## src/rtl/pipe_ctrl_pkg.sv

```systemverilog
// Shared definitions for the pipeline sequencer and fetch: FSM states,
// PC-select codes, default counter width and the redirect priority helper.
package pipe_ctrl_pkg;

    typedef enum logic [1:0] {
        ST_RUN   = 2'd0,
        ST_FLUSH = 2'd1,
        ST_STALL = 2'd2,
        ST_HALT  = 2'd3
    } seq_state_e;

    localparam logic [1:0] PC_SEQ = 2'b00;
    localparam logic [1:0] PC_BR  = 2'b01;
    localparam logic [1:0] PC_J   = 2'b10;
    localparam logic [1:0] PC_JR  = 2'b11;

    localparam int CNT_W_DEF = 16;

    // jr beats a taken branch, which beats a plain jump
    function automatic logic [1:0] redirect_sel(input logic jr, input logic br, input logic jmp);
        logic [1:0] sel;
        sel = PC_SEQ;
        if (jr)       sel = PC_JR;
        else if (br)  sel = PC_BR;
        else if (jmp) sel = PC_J;
        return sel;
    endfunction

endpackage

```

## src/rtl/pipe_seq_ctrl_sat_counter.sv

```systemverilog
// Saturating up-counter with synchronous clear; sticks at all-ones.
module sat_counter #(
    parameter int W = 16
) (
    input  logic         clk,
    input  logic         rst,
    input  logic         inc,
    input  logic         clr,
    output logic [W-1:0] q
);

    logic [W-1:0] cnt_q, cnt_d;

    always_comb begin
        cnt_d = cnt_q;
        if (clr)
            cnt_d = '0;
        else if (inc && (cnt_q != {W{1'b1}}))
            cnt_d = cnt_q + 1'b1;
    end

    always_ff @(posedge clk or posedge rst) begin
        if (rst) cnt_q <= '0;
        else     cnt_q <= cnt_d;
    end

    assign q = cnt_q;

endmodule

```

## src/rtl/pipe_seq_ctrl.sv

```systemverilog
// Pipeline sequencer: PC-select, stall/flush strobes, halt/resume, stall watchdog.
// Performance counters are built only when PIPE_PERF_CNT_EN is defined.
module pipe_seq_ctrl
    import pipe_ctrl_pkg::*;
#(
    parameter int CNT_W     = CNT_W_DEF,
    parameter int STALL_MAX = 64
) (
    input  logic             clk,
    input  logic             rst,
    input  logic             is_jr_EX,
    input  logic             br_taken_EX,
    input  logic             is_jump_EX,
    input  logic             load_use_EX,
    input  logic             mdu_busy,
    input  logic             halt_EX,
    input  logic             resume,
    output logic [1:0]       pc_src_EX,
    output logic             stall_EX,
    output logic             flush_EX,
    output logic             halted,
    output logic             stall_err,
    output logic [CNT_W-1:0] redirect_cnt,
    output logic [CNT_W-1:0] stall_cnt
);

    localparam int TMR_W = $clog2(STALL_MAX + 1);

    seq_state_e       state_q, state_d;
    logic [TMR_W-1:0] tmr_q, tmr_d;
    logic             err_q, err_d;
    logic             flush_q, flush_d;
    logic             halted_q, halted_d;

    logic             hazard;
    logic             redir_any;
    logic [1:0]       redir_sel;
    logic [1:0]       pc_src_c;
    logic             stall_c;

    assign hazard    = load_use_EX | mdu_busy;
    assign redir_any = is_jr_EX | br_taken_EX | is_jump_EX;
    assign redir_sel = redirect_sel(is_jr_EX, br_taken_EX, is_jump_EX);

    always_comb begin
        state_d  = state_q;
        tmr_d    = tmr_q;
        err_d    = err_q;
        pc_src_c = PC_SEQ;
        stall_c  = 1'b0;
        case (state_q)
            ST_RUN: begin
                // An unresolved EX slot must not redirect, so hazards win.
                if (hazard) begin
                    stall_c = 1'b1;
                    tmr_d   = TMR_W'(1);
                    state_d = ST_STALL;
                end else if (halt_EX) begin
                    stall_c = 1'b1;
                    state_d = ST_HALT;
                end else if (redir_any) begin
                    pc_src_c = redir_sel;
                    state_d  = ST_FLUSH;
                end
            end
            ST_FLUSH: state_d = ST_RUN;
            ST_STALL: begin
                if (hazard) begin
                    stall_c = 1'b1;
                    // The entry cycle in RUN already counted as stall cycle 1.
                    if (tmr_q == TMR_W'(STALL_MAX - 1)) begin
                        err_d   = 1'b1;
                        state_d = ST_HALT;
                    end else begin
                        tmr_d = tmr_q + 1'b1;
                    end
                end else begin
                    state_d = ST_RUN;
                end
            end
            ST_HALT: begin
                stall_c = 1'b1;
                if (resume) state_d = ST_RUN;
            end
            default: state_d = ST_RUN;
        endcase
        flush_d  = (state_d == ST_FLUSH);
        halted_d = (state_d == ST_HALT);
    end

    always_ff @(posedge clk or posedge rst) begin
        if (rst) begin
            state_q  <= ST_RUN;
            tmr_q    <= '0;
            err_q    <= 1'b0;
            flush_q  <= 1'b0;
            halted_q <= 1'b0;
        end else begin
            state_q  <= state_d;
            tmr_q    <= tmr_d;
            err_q    <= err_d;
            flush_q  <= flush_d;
            halted_q <= halted_d;
        end
    end

    // Combinational strobes are masked so every output reads 0 while rst is held.
    assign pc_src_EX = rst ? PC_SEQ : pc_src_c;
    assign stall_EX  = stall_c & ~rst;
    assign flush_EX  = flush_q;
    assign halted    = halted_q;
    assign stall_err = err_q;

`ifdef PIPE_PERF_CNT_EN
    logic redirect_evt;
    logic stall_evt;

    assign redirect_evt = (state_q == ST_RUN) && (state_d == ST_FLUSH);
    assign stall_evt    = hazard && ((state_q == ST_RUN) || (state_q == ST_STALL));

    sat_counter #(.W(CNT_W)) u_redirect_cnt (
        .clk (clk),
        .rst (rst),
        .inc (redirect_evt),
        .clr (1'b0),
        .q   (redirect_cnt)
    );

    sat_counter #(.W(CNT_W)) u_stall_cnt (
        .clk (clk),
        .rst (rst),
        .inc (stall_evt),
        .clr (1'b0),
        .q   (stall_cnt)
    );
`else
    assign redirect_cnt = '0;
    assign stall_cnt    = '0;
`endif

endmodule

```

## config.mk

```make
export PLATFORM = sky130hd
export DESIGN_NAME = pipe_seq_ctrl
export DESIGN_NICKNAME = d
export VERILOG_FILES = /design/src/rtl/pipe_ctrl_pkg.sv /design/src/rtl/pipe_seq_ctrl_sat_counter.sv /design/src/rtl/pipe_seq_ctrl.sv
export SDC_FILE = /design/constraint.sdc
export NUM_CORES = 1
export LEC_CHECK = 0
export CAP_MARGIN = 20
export CELL_PAD_IN_SITES_DETAIL_PLACEMENT = 0
export CELL_PAD_IN_SITES_GLOBAL_PLACEMENT = 1
export CORE_MARGIN = 2
export CORE_UTILIZATION = 25
export DETAILED_ROUTE_END_ITERATION = 12
export HOLD_SLACK_MARGIN = 0.1
export PLACE_DENSITY_LB_ADDON = 0.1
export SLEW_MARGIN = 20
export SYNTH_ARGS = -nofsm -noshare
export SYNTH_HDL_FRONTEND = slang
export SYNTH_SLANG_ARGS = --single-unit
export TNS_END_PERCENT = 50
```

## constraint.sdc

```tcl
create_clock -name clk -period 1.51 [get_ports clk]
set_input_delay 0.3775 -clock clk [delete_from_list [all_inputs] [get_ports clk]]
set_output_delay 0.3775 -clock clk [all_outputs]
set_load 0.01 [all_outputs]
```

==> metrics, run 1 <==
core area=3606 um^2; Post-DP HPWL=roughly 1400 um; vias=700; Post-synth EDFFs=0; fin area=1157 um^2; Avg Cell Area, Syn=8.606 um^2; critical path arrival=1.21 ns; # hold bufs at CTS=0; post-synthesis sequential area ratio=32.61%; setup slack after layout=-0.07496 ns; Hold Vio Cnt, Final=0; critical path startpoint category=flop; WHS=approximately 0.40 ns; asr flop ratio synth=100.0%; initial antenna violation count=0; Clock Tree Buf Depth=2; placed cell count=181; unrepaired setup endpoints after global routing=yes; family with the most delay on the worst path=flip-flops; clk_skew=about 0.0033 ns; #FFs+latches synth=12; Fmax=630.9 MHz; CTS tree=done; Setup CP Type=flop to output pin; CP Cell Sequence=nand2b_4 -> a21o_2 -> a21oi_2 -> buf_2; Final ANT Viol Nets=0; Static Leak=0.6018 nW; Reg2Reg Depth=4; gp weighted congestion=0.6489; Area growth syn-to-layout=25.68%; Worst-path clk slew=0.06 ns; CTS sink cnt=12; vias in the first global route=696; Cell Area, Synth=about 920 um^2; VDD IR-drop max=approximately 0.0005 V; htree depth=1; most frequent cells in the layout=conb_1 (32), buf_4 (17), dfrtp_1 (12), nand2_1 (9), a21oi_1 (7); share of cells above drive strength 1=28.06%; reg2reg end=halted; DRC=0; Bufs and invs on worst path=1; Crit Path Max Fanout=3; I/O Pins=47; crit share post-route=105.0%; Nets=150; minimum clock period=1.585 ns; Core Util, Final=32.10%; first-pass GRT wire length=3036 um; Pwr Total=1.273 mW; most common cell after layout, fill and taps aside=conb_1; Req. time, crit path=about 1.1 ns; n_diodes=0; min-delay worst type=primary input to asynchronous set/reset pin; Skew-Pair Late Insertion Delay=approximately 0.24 ns; CP max-delay cell=dfrtp_1; GRT Resource Usage Total=9.151%; Mapped Cells=107; row cnt=22; max cap viols=0; Synth cell types=33; Pwr Density=1100 nW/um^2; Total Die Area=4185 um^2; TritonRoute pass-1 iters=4; fin. max-slew vios=0; Post-DP Area=1097 um^2; failing checks=setup timing; Yosys warning count=0; WL per Instance=9.471 um; total wire length=1771 um; R2R Setup Slk=0.07 ns; number of buffers added on ports=14; Critical Path Max Stage Delay=0.40 ns; CTS buffer count=3; status=complete, but fails checks; top_reg_cell synth=dfrtp_1; Die Wd=roughly 65 um; die height=64.69 um; Initial Utilization=25.54%; Placement Setup Slack=-0.7006 ns; pin count of the biggest net entering global routing=13; root buf cell=clkbuf_8; Final Non-Filler Cells=187; TNS Setup=-0.1472 ns; setup violators final=3; routed vias/inst=3.743; GR Overflow Total=0; crit end category=output pin; DR iter-0 viols=38; R2R Path Start=state_q[1]
## synthesized netlist by cell type (2+ instances only)
library cell	number	area [um^2]
o21ai_0	2	10.01
nor2b_1	2	12.51
nor2_1	5	18.77
nand3_1	3	15.01
nand2b_1	2	12.51
nand4_1	3	18.77
nor4_1	2	12.51
buf_4	32	240.2
a21oi_2	2	17.52
dfrtp_1	12	300.3
or2_2	2	12.51
inv_1	4	15.01
nand2_1	9	33.78
a21oi_1	8	40.04
## timing repair
item | CTS | global route
buffers inserted | 2 | 0
resized for setup | 21 | 5
pin swaps | 8 | 3
setup endpoints to repair | 6 | 8
## routing by layer
layer  track usage (%)  wire [um]
met1             12.13        840
met2             13.80        840
met3             3.299         77
met4             2.926         13
met5                 0          0
## report_power, final
group / switching [mW] / total (mW) / internal, mW
Combinational: 0.230 / 0.460 / 0.229
Clock: 0.118 / 0.349 / 0.230
Sequential: 0.0698 / 0.465 / 0.395
## state kept, by name, indices dropped and copies added, names as in the netlist
register and cells:
tmr_q 7, state_q 2, flush_EX 1, halted 1
stall_err 1
## cell families after synthesis
logic type | synth area share [%]
fa+ha+maj | 1.358
simple gates | 20.92
flops | 32.61
buf+inv | 29.89
compound gates | 14.81
other cells | 0.4072
## worst reg2reg max path, stage by stage, from the launching register on
cell     delay, ns
dfrtp_1       0.40
buf_6         0.13
or4b_1        0.53
and3_4        0.20
a21oi_2       0.10
## how the worst max path moves through the flow
stage / start / to / slack (ns) / depth (start not counted)
2_1_floorplan: tmr_q[0] / tmr_q[5] / 0.0003 / 6
3_3_place_gp: mdu_busy / stall_EX / -0.72 / 5
3_5_place_dp: mdu_busy / stall_EX / -0.70 / 5
4_1_cts: state_q[1] / stall_EX / -0.1 / 4
5_1_grt: state_q[1] / stall_EX / -0.15 / 4
6_report: state_q[1] / stall_EX / -0.07 / 4
## final cells by class
cell class / count / area, um^2
Clock buffer: 4 / 55.05
Fill cell: 413 / 2449
Inverter: 4 / 15.01
Multi-Input combinational cell: 87 / 475.5
Sequential cell: 12 / 300.3
Tap cell: 48 / 60.06
Timing Repair Buffer: 32 / 251.5
Note: power is estimated with default switching activity, not from simulation.
==> run 2, diff against run 1 <==
--- a/config.mk
+++ b/config.mk
@@ -8,7 +8,7 @@
 export CAP_MARGIN = 20
 export CELL_PAD_IN_SITES_DETAIL_PLACEMENT = 0
 export CELL_PAD_IN_SITES_GLOBAL_PLACEMENT = 1
-export CORE_MARGIN = 2
+export CORE_MARGIN = 3
 export CORE_UTILIZATION = 25
 export DETAILED_ROUTE_END_ITERATION = 12
 export HOLD_SLACK_MARGIN = 0.1
==> run 2 against run 1 <==
Against the previous run: the flow still finishes with violations (setup timing); critical path type unchanged; largest power group unchanged; final cell count decreased by 2.1%; register-to-register slack about the same; largest cell class unchanged; non-clock buffer count down 2; combinational power down 1%; hold slack better by 0.00092 ns; global-route usage is 0.20 points higher; worst setup slack worse by 0.0016 ns; flip-flop and latch count is the same.
==> metrics, run 2 (synthesized netlist as in run 1, its figures left out) <==
status=complete, but fails checks (unchanged); failing checks=setup timing (unchanged); CP max-delay cell=dfrtp_1 (unchanged); Post-DP HPWL=1508 um (was 1421 um); Fmax=630.3 MHz (was 630.9 MHz); min-delay worst type=primary input to asynchronous set/reset pin (unchanged); post-CTS setup repair buffer count=0 (was 2); TNS Setup=-0.1227 ns (was -0.1472 ns); Reg2Reg Depth=4 (unchanged); setup slack after layout=-0.07654 ns (was -0.07496 ns); Nets=148 (was 150); WL per Instance=10.27 um (was 9.471 um); number of buffers added on ports=14 (unchanged); Area growth syn-to-layout=25.00% (was 25.68%); crit end category=output pin (unchanged); M1 WL=849 um (was 840 um); share of cells above drive strength 1=27.74% (was 28.06%); fin area=1151 um^2 (was 1157 um^2); Placement Setup Slack=-0.7178 ns (was -0.7006 ns); most common cell after layout, fill and taps aside=conb_1 (unchanged); DRC=0 (unchanged); WHS=0.4029 ns (was 0.4020 ns); Setup CP Type=flop to output pin (unchanged); CTS sink cnt=12 (unchanged); setup violators final=3 (unchanged); Crit Path Max Fanout=3 (unchanged); biggest regs=tmr_q x7, state_q x2 (unchanged); fin. max-slew vios=0 (unchanged); routed length on met2=930 um (was 840 um); met3 routed WL=100 um (was 77 um); part of the power in the clock network=27.7% (was 27.4%); Pwr Density=1110 nW/um^2 (was 1100 nW/um^2); root buf cell=clkbuf_8 (unchanged); minimum clock period=1.587 ns (was 1.585 ns); TritonRoute pass-1 iters=4 (unchanged); Worst-path clk slew=0.06 ns (about the same); highest routing layer actually used=met3 (was met4); Int Pwr=848.3 uW (was 854.6 uW); Initial Utilization=26.75% (was 25.54%); CP Cell Sequence=nand2b_4 -> a21o_2 -> a21oi_2 -> buf_2 (unchanged); core area=3442 um^2 (was 3606 um^2); htree depth=1 (unchanged); Final ANT Viol Nets=0 (unchanged); gp weighted congestion=0.6860 (was 0.6489); Post-DP Area=1095 um^2 (was 1097 um^2); Core Util, Final=33.44% (was 32.10%); CTS buffer count=3 (unchanged); max FFs per register=7 (unchanged); Clock Tree Buf Depth=2 (unchanged); GRT Resource Usage Total=9.353% (was 9.151%); first-pass GRT wire length=3194 um (was 3036 um); pin count of the biggest net entering global routing=13 (unchanged); vias in the first global route=679 (was 696); die height=66.69 um (was 64.69 um); Pwr Total=1.278 mW (was 1.273 mW); Fill cells=382 (was 413); critical path startpoint category=flop (unchanged); routed vias/inst=3.923 (was 3.743); placed cell count=179 (was 181); n_diodes=0 (unchanged); R2R Setup Slk=0.07 ns (about the same); Static Leak=0.5987 nW (was 0.6018 nW); Gate power share=35.5% (was 36.1%); crit share post-route=105.1% (was 105.0%); NetSw=430.0 uW (was 418.3 uW); Die Wd=66.69 um (was 64.69 um); max cap viols=0 (unchanged); clk_skew=0.007803 ns (was 0.003274 ns); critical path arrival=1.21 ns (about the same); Critical Path Max Stage Delay=0.40 ns (about the same); vias=718 (was 700); Hold Vio Cnt, Final=0 (unchanged); Total Die Area=4448 um^2 (was 4185 um^2); row cnt=21 (was 22); total wire length=1880 um (was 1771 um); initial antenna violation count=0 (unchanged); reg2reg end=halted (unchanged); Req. time, crit path=1.13 ns (about the same); VDD IR-drop max=0.0003859 V (was 0.0005055 V); DR iter-0 viols=29 (was 38); R2R Path Start=state_q[0] (was state_q[1]); I/O Pins=47 (unchanged); Skew-Pair Late Insertion Delay=0.24 ns (about the same); Seq pwr share=36.7% (was 36.5%); switch share=33.64% (was 32.86%); CTS tree=done (unchanged); unrepaired setup endpoints after global routing=yes (unchanged); Final Non-Filler Cells=183 (was 187); Reg with most FFs=tmr_q (unchanged); most frequent cells in the layout=conb_1 (32), buf_4 (15), dfrtp_1 (12), nand2_1 (9), a21oi_1 (7) (was conb_1 (32), buf_4 (17), dfrtp_1 (12), nand2_1 (9), a21oi_1 (7)); GR Overflow Total=0 (unchanged)
run 2: worst max-delay path by stage:
stage | start | end | slack [ns] | depth (start not counted)
floorplan | tmr_q[0] | tmr_q[5] | 0.0003 | 6
global placement | mdu_busy | stall_EX | -0.71 | 5
detailed placement | load_use_EX | stall_EX | -0.72 | 5
CTS | state_q[1] | stall_EX | -0.09 | 4
global route | state_q[1] | stall_EX | -0.14 | 4
finish | state_q[1] | stall_EX | -0.08 | 4
run 2: power by group through the flow:
stage | sequential (mW) | combinational (mW) | clock, mW
after floorplan | 0.466 | 0.311 | 0
after global placement | 0.466 | 0.451 | 0
after detailed placement | 0.468 | 0.455 | 0
after CTS | 0.465 | 0.449 | 0.364
after global routing | 0.481 | 0.514 | 0.390
final | 0.470 | 0.454 | 0.354
run 2: worst max-delay path, delay by kind of cell, from the launching register on:
family                 cells  cell delay (ns)
flip-flops                 1             0.40
AO/OA/AOI/OAI              2             0.29
AND/OR/NAND/NOR            1             0.14
buffers and inverters      1             0.13
run 2: layout make-up:
class / instances / area, um^2 / share of cell area (%)
Multi-Input combinational cell: 87 / 481.7 / 41.85
Sequential cell: 12 / 300.3 / 26.09
Timing Repair Buffer: 30 / 241.5 / 20.98
Tap cell: 46 / 57.56 / 5.000
Clock buffer: 4 / 55.05 / 4.783
Inverter: 4 / 15.01 / 1.304
run 2: repair_timing:
item | 4_1_cts | 5_1_grt
resized for setup | 21 | 8
gates cloned | 0 | 0
pin swaps | 6 | 4
hold buffers | 0 | 0
endpoints found under the setup margin | 8 | 8
run 2: routing by layer:
metal | track usage [%] | vias to the layer above
met5 | 0 | -
met3 | 3.541 | 0
met1 | 13.31 | 336
met2 | 14.23 | 24
li1 | - | 358
met4 | 0 | 0
